File: src/rtl/regfile_dump.sv
// Debug read-out engine: sweeps register indices FIRST..LAST on a spare read port
// and streams each captured (index, data) pair over a valid/ready handshake.
module regfile_dump #(
    parameter int FIRST = 0,
    parameter int LAST  = 31
) (
    input  logic        clk,
    input  logic        reset,
    input  logic        start,
    output logic [4:0]  ra,
    input  logic [63:0] rd,
    output logic        out_valid,
    input  logic        out_ready,
    output logic [4:0]  out_idx,
    output logic [63:0] out_data,
    output logic        out_last,
    output logic        busy,
    output logic        done
);

    localparam logic [4:0] FIRST_IDX = 5'(FIRST);
    localparam logic [4:0] LAST_IDX  = 5'(LAST);

    typedef enum logic [1:0] {
        IDLE = 2'd0,
        LOAD = 2'd1,
        SEND = 2'd2,
        DONE = 2'd3
    } state_e;

    state_e      state_q, state_d;
    logic [4:0]  idx_q, idx_d;
    logic        out_valid_q, out_valid_d;
    logic [4:0]  out_idx_q, out_idx_d;
    logic [63:0] out_data_q, out_data_d;
    logic        out_last_q, out_last_d;
    logic        busy_q, busy_d;
    logic        done_q, done_d;

    always_comb begin
        // NOTE: every signal gets a hold default first so no path through the case infers a latch.
        state_d    = state_q;
        idx_d      = idx_q;
        out_idx_d  = out_idx_q;
        out_data_d = out_data_q;
        out_last_d = out_last_q;

        unique case (state_q)
            IDLE: begin
                if (start) begin
                    idx_d   = FIRST_IDX;
                    state_d = LOAD;
                end
            end
            LOAD: begin
                out_data_d = rd;
                out_idx_d  = idx_q;
                out_last_d = (idx_q == LAST_IDX);
                state_d    = SEND;
            end
            SEND: begin
                if (out_ready) begin
                    if (idx_q == LAST_IDX) begin
                        state_d = DONE;
                    end else begin
                        idx_d   = idx_q + 5'd1;
                        state_d = LOAD;
                    end
                end
            end
            DONE: begin
                state_d = IDLE;
            end
            default: begin
                state_d = IDLE;
            end
        endcase

        // Status outputs are registered by decoding the next state.
        out_valid_d = (state_d == SEND);
        busy_d      = (state_d == LOAD) || (state_d == SEND);
        done_d      = (state_d == DONE);
    end

    // NOTE: sequential state uses non-blocking assignments so all flops update together at the edge.
    always_ff @(posedge clk) begin
        if (!reset) begin
            state_q     <= IDLE;
            idx_q       <= 5'd0;
            out_valid_q <= 1'b0;
            out_idx_q   <= 5'd0;
            out_data_q  <= 64'd0;
            out_last_q  <= 1'b0;
            busy_q      <= 1'b0;
            done_q      <= 1'b0;
        end else begin
            state_q     <= state_d;
            idx_q       <= idx_d;
            out_valid_q <= out_valid_d;
            out_idx_q   <= out_idx_d;
            out_data_q  <= out_data_d;
            out_last_q  <= out_last_d;
            busy_q      <= busy_d;
            done_q      <= done_d;
        end
    end

    assign ra        = idx_q;
    assign out_valid = out_valid_q;
    assign out_idx   = out_idx_q;
    assign out_data  = out_data_q;
    assign out_last  = out_last_q;
    assign busy      = busy_q;
    assign done      = done_q;

endmodule
File: config.mk
export PLATFORM = sky130hd
export DESIGN_NAME = regfile_dump
export DESIGN_NICKNAME = d
export VERILOG_FILES = /design/src/rtl/regfile_dump.sv
export SDC_FILE = /design/constraint.sdc
export NUM_CORES = 1
export LEC_CHECK = 0
export CORE_UTILIZATION = 41
export CTS_BUF_LIST = sky130_fd_sc_hd__clkbuf_8
export DETAILED_ROUTE_END_ITERATION = 7
export PLACE_DENSITY = 0.85
export RECOVER_POWER = 100
export SLEW_MARGIN = 25
export SYNTH_ARGS = -nofsm -noshare
export SYNTH_HDL_FRONTEND = slang
export SYNTH_SLANG_ARGS = --single-unit
File: constraint.sdc
create_clock -name clk -period 2.19 [get_ports clk]
set_input_delay 0.219 -clock clk [delete_from_list [all_inputs] [get_ports clk]]
set_output_delay 0.219 -clock clk [all_outputs]
set_load 0.05 [all_outputs]
==> summary.md <==
| Metric | Value |
|---|---|
| Die X | `86.0 um` |
| Top_reg_cell synth | `dfxtp_1` |
| Sw Share | `0.281` |
| Final period util | `0.906` |
| FF+latch count, synth | `80` |
| Vias in the first global route | `2,672` |
| Reported net switching power | `956 uW` |
| Filler cells | `564` |
| Synth Area in Compound Gates | `0.142` |
| DR vias/cell | `4.70` |
| # resized after CTS | `0` |
| Hold depth | `3` |
| Setup repair bufs after CTS | `0` |
| Die area | `7400 um2` |
| All-layer global routing usage | `0.203` |
| Final Critical Period | `1990 ps` |
| Reg2Reg Depth | `6` |
| Reg2reg end | `ra[2]` |
| Cts bufs inserted | `9` |
| CTS tree | `built` |
| Maximum VDD drop | `424 uV` |
| Comb pwr share | `0.198` |
| CTS max path bufs | `2` |
| Mapped Avg Cell Area | `8.09 um2` |
| Sequential cell area fraction in the yosys report | `0.553` |
| Status | `complete, no violations` |
| Power Total | `3400 uW` |
| Clock Latency Late Sink | `340 ps` |
| Async SR Flop Fraction | `0` |
| Synth Area in Simple Gates | `0.242` |
| Pwr dens | `738 nW/um2` |
| Area of the multi-input gates | `1160 um2` |
| Worst-Margin Slew | `836 ps` |
| Crit-path max FO | `6` |
| Cell count after synthesis | `358` |
| Worst r2r src | `ra[0]` |
| Sequential power share | `0.459` |
| Synth Area in XOR/XNOR | `0` |
| DR WL/cell | `12.4 um` |
| FMAX | `0.504 GHz` |
| IO Pins | `146` |
| H-tree Lvls | `3` |
| Core ar. | `6790 um2` |
| Lkg Pwr | `0.00189 uW` |
| Flop2flop setup slack | `200 ps` |
| ANT nets after route | `0` |
| WP data arrival | `2240 ps` |
| Clk root buf | `clkbuf_8` |
| Dpl hpwl | `5240 um` |
| Die height | `86.0 um` |
| Rel. slew slack | `0.443` |
| Final GP Congestion | `0.756` |
| Min-delay src | `rd[44]` |
| Setup Crit Path Kind | `flop to flop` |
| Worst hold endpoint | `out_data[44]` |
| Mux contribution to synthesized area | `0` |
| Total Wirelength | `7420 um` |
| Post-route cell area | `4610 um2` |
| Synth Warn # | `0` |
| Starting Density | `0.426` |
| First drt pass iteration count | `5` |
| Area delta synth->final | `59.2%` |
| Worst-path clk slew | `80 ps` |
| Int Pwr | `2450 uW` |
| DP Area | `4390 um2` |
| Synth Net Count | `430` |
| Antenna violations before repair | `0` |
| Grt ovf | `0` |
| HP Class | `primary input to flop` |
| MaxCap Viol Count | `0` |
| Slew Limit Fails | `0` |
| Mapped Area | `2900 um2` |
| Sequential cell area | `1600 um2` |
| Fin Clk Skew | `9.67 ps` |
| Antenna Cells | `0` |
| Clock Power Share | `0.344` |
| Largest net degree at the start of global routing | `43` |
| DR iter-0 viols | `130` |
| Clk sink count | `80` |
| Synth Area in Adders | `0.0173` |
| Main combinational cell family by area after synthesis | `simple AND/OR/NAND/NOR gates` |
| Setup TNS Final | `0 ps` |
| CP Data Required Time | `2440 ps` |
| Final Hold Fails | `0` |
| Dpl cells | `580` |
| Yosys cell types | `26` |
| First-pass GRT wire length | `12,000 um` |
| Layout cells sized above 1 | `0.0520` |
| CP Capture Type | `flop` |
| Final cell count without fillers | `596` |
| Setup crit start kind | `flop` |
| Row Count | `30` |
| DRC viols | `0` |
| Hold_buf cts | `0` |
| NumNets Final | `567` |
| Post-synth EDFFs | `0` |
| Final setup violating endpoints | `0` |
| Port-buffer cells | `145` |
| Via count | `2,803` |
| Final Core Density | `0.678` |
| Unrepaired setup endpoints after global routing | `false` |
[cell families after synthesis]
group,count (synthesis)
compound gates,80
fa+ha+maj,4
buf+inv,28
flops,80
simple gates,166
[power groups by stage]
stage                     Combinational, uW  Sequential, uW  Clock (uW)
final                                   672            1560        1170
after CTS                               704            1560        1210
after detailed placement                702            1600           0
after global placement                  693            1590           0
after global routing                    718            1570        1260
after floorplan                         176            1830           0
[metrics by stage]
step | setup WS (ps) | hold WS (ps)
4_1_cts | 226 | 404
5_1_grt | 130 | 414
3_3_place_gp | 347 | 441
3_5_place_dp | 292 | 446
2_1_floorplan | 143 | 355
6_report | 205 | 422
[layout make-up]
class | count | share of cell area
flip-flops and latches | 80 | 0.348
multi-input cells | 250 | 0.253
clock buffers | 10 | 0.0299
repair buffers | 151 | 0.324
inverters | 3 | 0.00244
clock inverters | 6 | 0.0179
well taps | 96 | 0.0261
[cell usage after synthesis (2+ instances only)]
library cell | n | share of area
a31oi_1 | 2 | 0.0043
nand2_1 | 148 | 0.19
dfxtp_1 | 80 | 0.55
or2b_2 | 2 | 0.0061
nor2_1 | 2 | 0.0026
o211ai_1 | 2 | 0.0052
o22ai_1 | 3 | 0.0065
buf_2 | 14 | 0.024
ha_1 | 4 | 0.017
a21oi_1 | 72 | 0.12
and2_1 | 4 | 0.0086
clkbuf_1 | 10 | 0.013
inv_1 | 2 | 0.0026
[critical path: stages, from the launching register on]
cell,delay [ps]
dfxtp_1,360
ha_1,240
and3_1,190
ha_1,220
nand4bb_4,230
or4b_1,500
a31oi_1,180
[routing by layer]
layer / track usage / wire length [um] / up-vias
met5: 0 / 0 / -
met1: 0.229 / 3060 / 1280
met4: 0.0742 / 106 / 0
met3: 0.0500 / 425 / 11
met2: 0.369 / 3830 / 86
li1: - / - / 1426
[registers in the layout, indices dropped and copies added, names as in the netlist]
signal / count
out_data: 64
state_q: 2
ra: 5
out_last: 1
out_idx: 5
out_valid: 1
done: 1
busy: 1
[worst max-delay path by stage]
stage / startpoint / depth (start not counted) / slack, ps / endpoint
floorplan: ra[0] / 6 / 140 / ra[2]
detailed placement: ra[0] / 6 / 290 / ra[2]
global route: ra[0] / 6 / 130 / ra[2]
global placement: ra[0] / 6 / 350 / ra[2]
CTS: ra[0] / 6 / 230 / ra[2]
finish: ra[0] / 6 / 200 / ra[2]
[placed cells by master, fill, tap and decap left out, drive strengths merged, types with 2 or more instances in the layout]
cell type	instances
clkinv	2
buf	4
o22ai	3
bufinv	2
nand2	148
clkdlybuf4s50	67
dfxtp	80
clkbuf	12
or2b	3
and2	4
nor2	2
nand4bb	2
inv	5
a31oi	2
dlygate4sd3	78
ha	4
o211ai	2
a21oi	72
No activity file was read; power rests on OpenSTA's default activity.
==> edit 1, RTL diff (same flow settings) <==
The parameter `FIRST` goes from 0 to 1.
--- a/src/rtl/regfile_dump.sv
+++ b/src/rtl/regfile_dump.sv
@@ -2,5 +2,5 @@
 // and streams each captured (index, data) pair over a valid/ready handshake.
 module regfile_dump #(
-    parameter int FIRST = 0,
+    parameter int FIRST = 1,
     parameter int LAST  = 31
 ) (
Function: changed (a bounded check fails within 4 cycles, from zero or initial values and one cycle with reset low).
==> edit 1 against the original RTL <==
  * Sequential cell count unchanged
  * Critical path depth unchanged
  * Design area increased by 3.0%
  * Sequential power about the same
  * Power decreased by 1.1%
  * Sequential share of layout area decreased by 1.0 points
  * Via count decreased by 1.6%
  * Synthesized area increased by 4.8%
  * Hold slack got worse by 0.018 ns
  * Die area increased by 4.7%
  * Non-clock buffer count unchanged
  * Clock power decreased by 5%
  * Wire length increased by 2.4%
  * Setup slack got worse by 0.028 ns
==> edit 1: results (changes against the original RTL) <==
----------------------------------------------------
[Global routing]
  Global-route usage over all layers ... 20.34% (+0.035 points)
  First-pass GRT wire length ... 12,380 um (+3.4%)
  Vias in the first global route ... 2,706 (+1.3%)
  Antenna violations before repair ... 0 (unchanged)
  Pin count of the biggest net entering global routing ... 47 (+9.3%)

[Routing]
  Average detailed-routed wire length per instance ... 12.83 um (+3.1%)
  Per-cell via count in the routed design ... 4.659 (-0.94%)
  Drt initial violations ... 72 (-45%)
  Initial DRT Pass Iterations ... 4 (-1)

[Synth]
  Fraction of synthesized area in multiplexers ... 0% (unchanged)
  Synthesized Nets ... 427 (-0.70%)
  Post-synth top area share ... 52.78% (-2.5 points)
  Synthesized-area fraction occupied by adder cells ... 1.649% (-0.079 points)
  Post-synth ARST share ... 0% (unchanged)
  Compound-cell area share of the yosys netlist ... 19.92% (+5.7 points)
  Number of distinct library cells after synthesis ... 21 (-19%)
  Leading post-synthesis cells by cell area ... sky130_fd_sc_hd__dfxtp_1, sky130_fd_sc_hd__nand2_1, sky130_fd_sc_hd__a21boi_0
  Number of warning messages in the yosys log ... 0 (unchanged)
  Synth top cells by count ... sky130_fd_sc_hd__nand2_1, sky130_fd_sc_hd__dfxtp_1, sky130_fd_sc_hd__a21boi_0, sky130_fd_sc_hd__buf_2, sky130_fd_sc_hd__clkbuf_1
  Sequential share of the synthesized area ... 52.78% (-2.5 points)

[Setup path]
  Data arrival time of the critical path ... 2.26 ns (+0.02 ns)
  Largest incremental delay on the critical path ... 0.42 ns (-0.08 ns)
  Critical-path cell with the highest stage delay ... sky130_fd_sc_hd__or3_1
  Biggest fanout along the worst timing path ... 8 (+2)
  Kind of cell adding the most delay to the critical path ... simple AND/OR/NAND/NOR gates

[Pwr]
  Leakage component of the power ... 1.933 nW (+2.2%)
  Maximum VDD drop ... 0.5007 mV (+18%)

[Clocking]
  Clock transition time at the flip-flop clock pins of the worst setup and hold paths ... 0.08 ns (about the same)
  Bufs on Longest Clock Path ... 2 (unchanged)
  Root cell of the clock tree ... sky130_fd_sc_hd__clkbuf_8
  Gates resized, CTS repair ... 0 (unchanged)
  Clock buffer count from CTS ... 9 (unchanged)
  CTS H-tree depth ... 3 (unchanged)
  Number of post-CTS setup repair buffers ... 0 (unchanged)

[STA]
  Slew of the pin with the lowest slew margin ... 0.8678 ns (+0.03210 ns)
  Final setup skew ... 0.008086 ns (-0.001581 ns)

[Place]
  Routability cong. ... 0.7092 (-6.2%)
  Port Buf Inserts ... 145 (unchanged)
  HPWL Detailed ... 5483 um (+4.6%)

[Layout]
  Fill cells ... 592 (+5.0%)
  # diodes ... 0 (unchanged)
  Net count reported at finish ... 564 (-0.53%)
  Number of flip-flops under the largest register name ... 64 (unchanged)
  Proportion of layout cells with a drive suffix above 1 ... 4.435% (-0.76 points)

[Hold path]
  Class of the worst hold path ... primary input to register

[Run status]
  Status ... finished, final reports clean

----------------------------------------------------
[edit 1: per-layer routing]
layer	GRT usage [%]	up-vias	share of wire, %
li1	-	1421	-
met1	23.58	1242	42
met2	35.87	88	49
met3	5.749	7	7.8
met4	7.185	0	1.0
met5	0	-	0
[edit 1: layout make-up]
| class | count | area [um^2] | area share, % |
|---|---|---|---|
| repair buffers | 151 | 1504 | 31.69 |
| clock buffers | 9 | 123.9 | 2.610 |
| clock inverters | 6 | 77.57 | 1.635 |
| inverters | 2 | 7.507 | 0.1582 |
| multi-input cells | 248 | 1311 | 27.63 |
| flip-flops and latches | 80 | 1602 | 33.75 |
| well taps | 96 | 120.1 | 2.531 |
[edit 1: path summary, 6_finish.rpt]
path | startpoint | end | slack, ns | depth (start not counted)
setup reg to reg | ra[1] | ra[2] | 0.18 | 6
hold reg to reg | out_data[20] | out_data[20] | 0.46 | 2
setup / recovery | ra[1] | ra[2] | 0.18 | 6
hold / removal | reset | out_data[6] | 0.40 | 2
[edit 1: cell families after synthesis]
kind of cell | after synthesis
AOI/OAI and AO/OA | 83
adders and majority gates | 4
buffers and inverters | 27
DFF | 80
and+or+nand+nor | 161
[edit 1: where the power goes]
group	internal [mW]	switching [mW]
clock	0.624	0.484
combinational	0.268	0.426
sequential	1.53	0.0341
total	2.42	0.944
[edit 1: stage by stage]
stage / worst slack (ns) / power, mW / hold slack (ns) / cells / cell area (um^2)
floorplan: 0.1806 / 2.018 / 0.3639 / 355 / 3034
global placement: 0.3552 / 2.312 / 0.4488 / 577 / 4552
detailed placement: 0.2504 / 2.327 / 0.4547 / 577 / 4552
CTS: 0.1725 / 3.439 / 0.4043 / 592 / 4753
global route: 0.04217 / 3.520 / 0.4339 / 592 / 4746
finish: 0.1764 / 3.365 / 0.4045 / 592 / 4746
==> edit 2, RTL diff (same flow settings) <==
Made on the original files. Re-encode `state_e` (4 states) as one-hot, 4 bits wide.
--- a/src/rtl/regfile_dump.sv
+++ b/src/rtl/regfile_dump.sv
@@ -22,9 +22,9 @@
     localparam logic [4:0] LAST_IDX  = 5'(LAST);
 
-    typedef enum logic [1:0] {
-        IDLE = 2'd0,
-        LOAD = 2'd1,
-        SEND = 2'd2,
-        DONE = 2'd3
+    typedef enum logic [3:0] {
+        IDLE = 4'b0001,
+        LOAD = 4'b0010,
+        SEND = 4'b0100,
+        DONE = 4'b1000
     } state_e;
 
Function: same outputs for any inputs over 10 cycles, from zero or initial values and one cycle with reset low; not proved beyond that.
==> edit 2 against the original RTL <==
  * Hold slack worse by 0.095 ns
  * Critical path depth unchanged
  * Wire length increased by 3.9%
  * First-iteration DRC count down 1.5%
  * Sequential cell count up 2
  * Synthesized area rose by 7.3%
  * Design area rose by 4.6%
  * Setup slack got worse by 0.044 ns
  * Power is 14% lower
==> edit 2: results (changes against the original RTL) <==
----------------------------------------------------
[Hold path]
  Worst min-delay path endpoint ... state_q[1]
  HP Start ... reset
  Hold depth ... 2 (-1)

[Setup path]
  Critical-path cell with the highest stage delay ... sky130_fd_sc_hd__or4_1
  Critical Path End Type ... register
  Critical path endpoint ... ra[3]
  Biggest fanout along the worst timing path ... 7 (+1)
  Slack of the worst reg-to-reg path ... 0.16 ns (-0.04 ns)
  Largest incremental delay on the critical path ... 0.53 ns (+0.03 ns)
  Data arrival time of the critical path ... 2.30 ns (+0.06 ns)

[Synth]
  Synth top cells by count ... sky130_fd_sc_hd__nand2_1, sky130_fd_sc_hd__dfxtp_1, sky130_fd_sc_hd__a21boi_0, sky130_fd_sc_hd__clkbuf_1, sky130_fd_sc_hd__a21boi_1
  Synthesized Nets ... 432 (+0.47%)
  Number of distinct library cells after synthesis ... 30 (+15%)
  Leading post-synthesis cells by cell area ... sky130_fd_sc_hd__dfxtp_1, sky130_fd_sc_hd__nand2_1, sky130_fd_sc_hd__a21boi_0

[Routing]
  Total length of routed met2 wires ... 3876 um (+1.3%)
  Amount of wire on met3 after detailed routing ... 548 um (+29%)
  Per-cell via count in the routed design ... 4.776 (+1.6%)
  Initial DRT Pass Iterations ... 4 (-1)
  Total wirelength of the detailed-routed design ... 7709 um (+3.9%)
  Detailed-routing wirelength on met1 ... 3207 um (+4.9%)

[Global routing]
  Pin count of the biggest net entering global routing ... 55 (+28%)
  Met1 track demand over resource ... 22.57% (-0.30 points)
  Met3 Use GR ... 6.556% (+1.6 points)
  Vias in the first global route ... 2,527 (-5.4%)
  Routing usage on met2 ... 34.34% (-2.6 points)
  Global-route usage over all layers ... 19.60% (-0.70 points)

[Place]
  Area post-placement ... 0.004641 mm^2 (+5.6%)
  HPWL Detailed ... 5407 um (+3.2%)
  Routability cong. ... 0.7779 (+2.9%)

[STA]
  Final setup skew ... 0.008261 ns (-0.001407 ns)
  Slew of the pin with the lowest slew margin ... 0.6226 ns (-0.2130 ns)

[Pwr]
  PwrDens ... 604.3 mW/mm^2 (-18%)
  P_int ... 2.226 mW (-9.0%)
  Leakage component of the power ... 1.873 nW (-0.98%)
  Comb. pwr ... 336 uW (-50%)
  Clock-net power ... 1.05 mW (-10%)
  Maximum VDD drop ... 0.3619 mV (-15%)

[Layout]
  Post-route cell area ... 0.004821 mm^2 (+4.6%)
  Net count reported at finish ... 568 (+0.18%)
  Proportion of layout cells with a drive suffix above 1 ... 4.800% (-0.40 points)
  Fill cells ... 618 (+9.6%)

[Run status]
  Status ... finished, final reports clean

----------------------------------------------------
==> edit 2: worst register-to-register path, delay by kind of cell (launching register included) <==
| family | cells | cell delay (ns) |
|---|---|---|
| simple gates | 3 | 0.97 |
| fa+ha+maj | 2 | 0.48 |
| flops | 1 | 0.37 |
| compound gates | 1 | 0.14 |
==> edit 2: through the flow <==
step           cells  worst slack, ns
2_1_floorplan    362          0.09667
3_3_place_gp     586           0.2146
3_5_place_dp     586           0.1600
4_1_cts          599           0.1698
5_1_grt          599          0.03066
6_report         599           0.1613
==> edit 2: cells by family after synthesis <==
family	count (synthesis)	synth area share, %
buffers and inverters	28	3.704
AOI/OAI and AO/OA	86	20.09
DFF	82	52.82
adders and majority gates	2	0.8050
and+or+nand+nor	164	22.58
==> edit 2: area by class of cell <==
type,instances,area share [%]
clock buffers,10,2.855
clock inverters,3,0.8824
flip-flops and latches,82,34.05
well taps,99,2.569
inverters,1,0.07786
multi-input cells,252,28.26
repair buffers,152,31.30
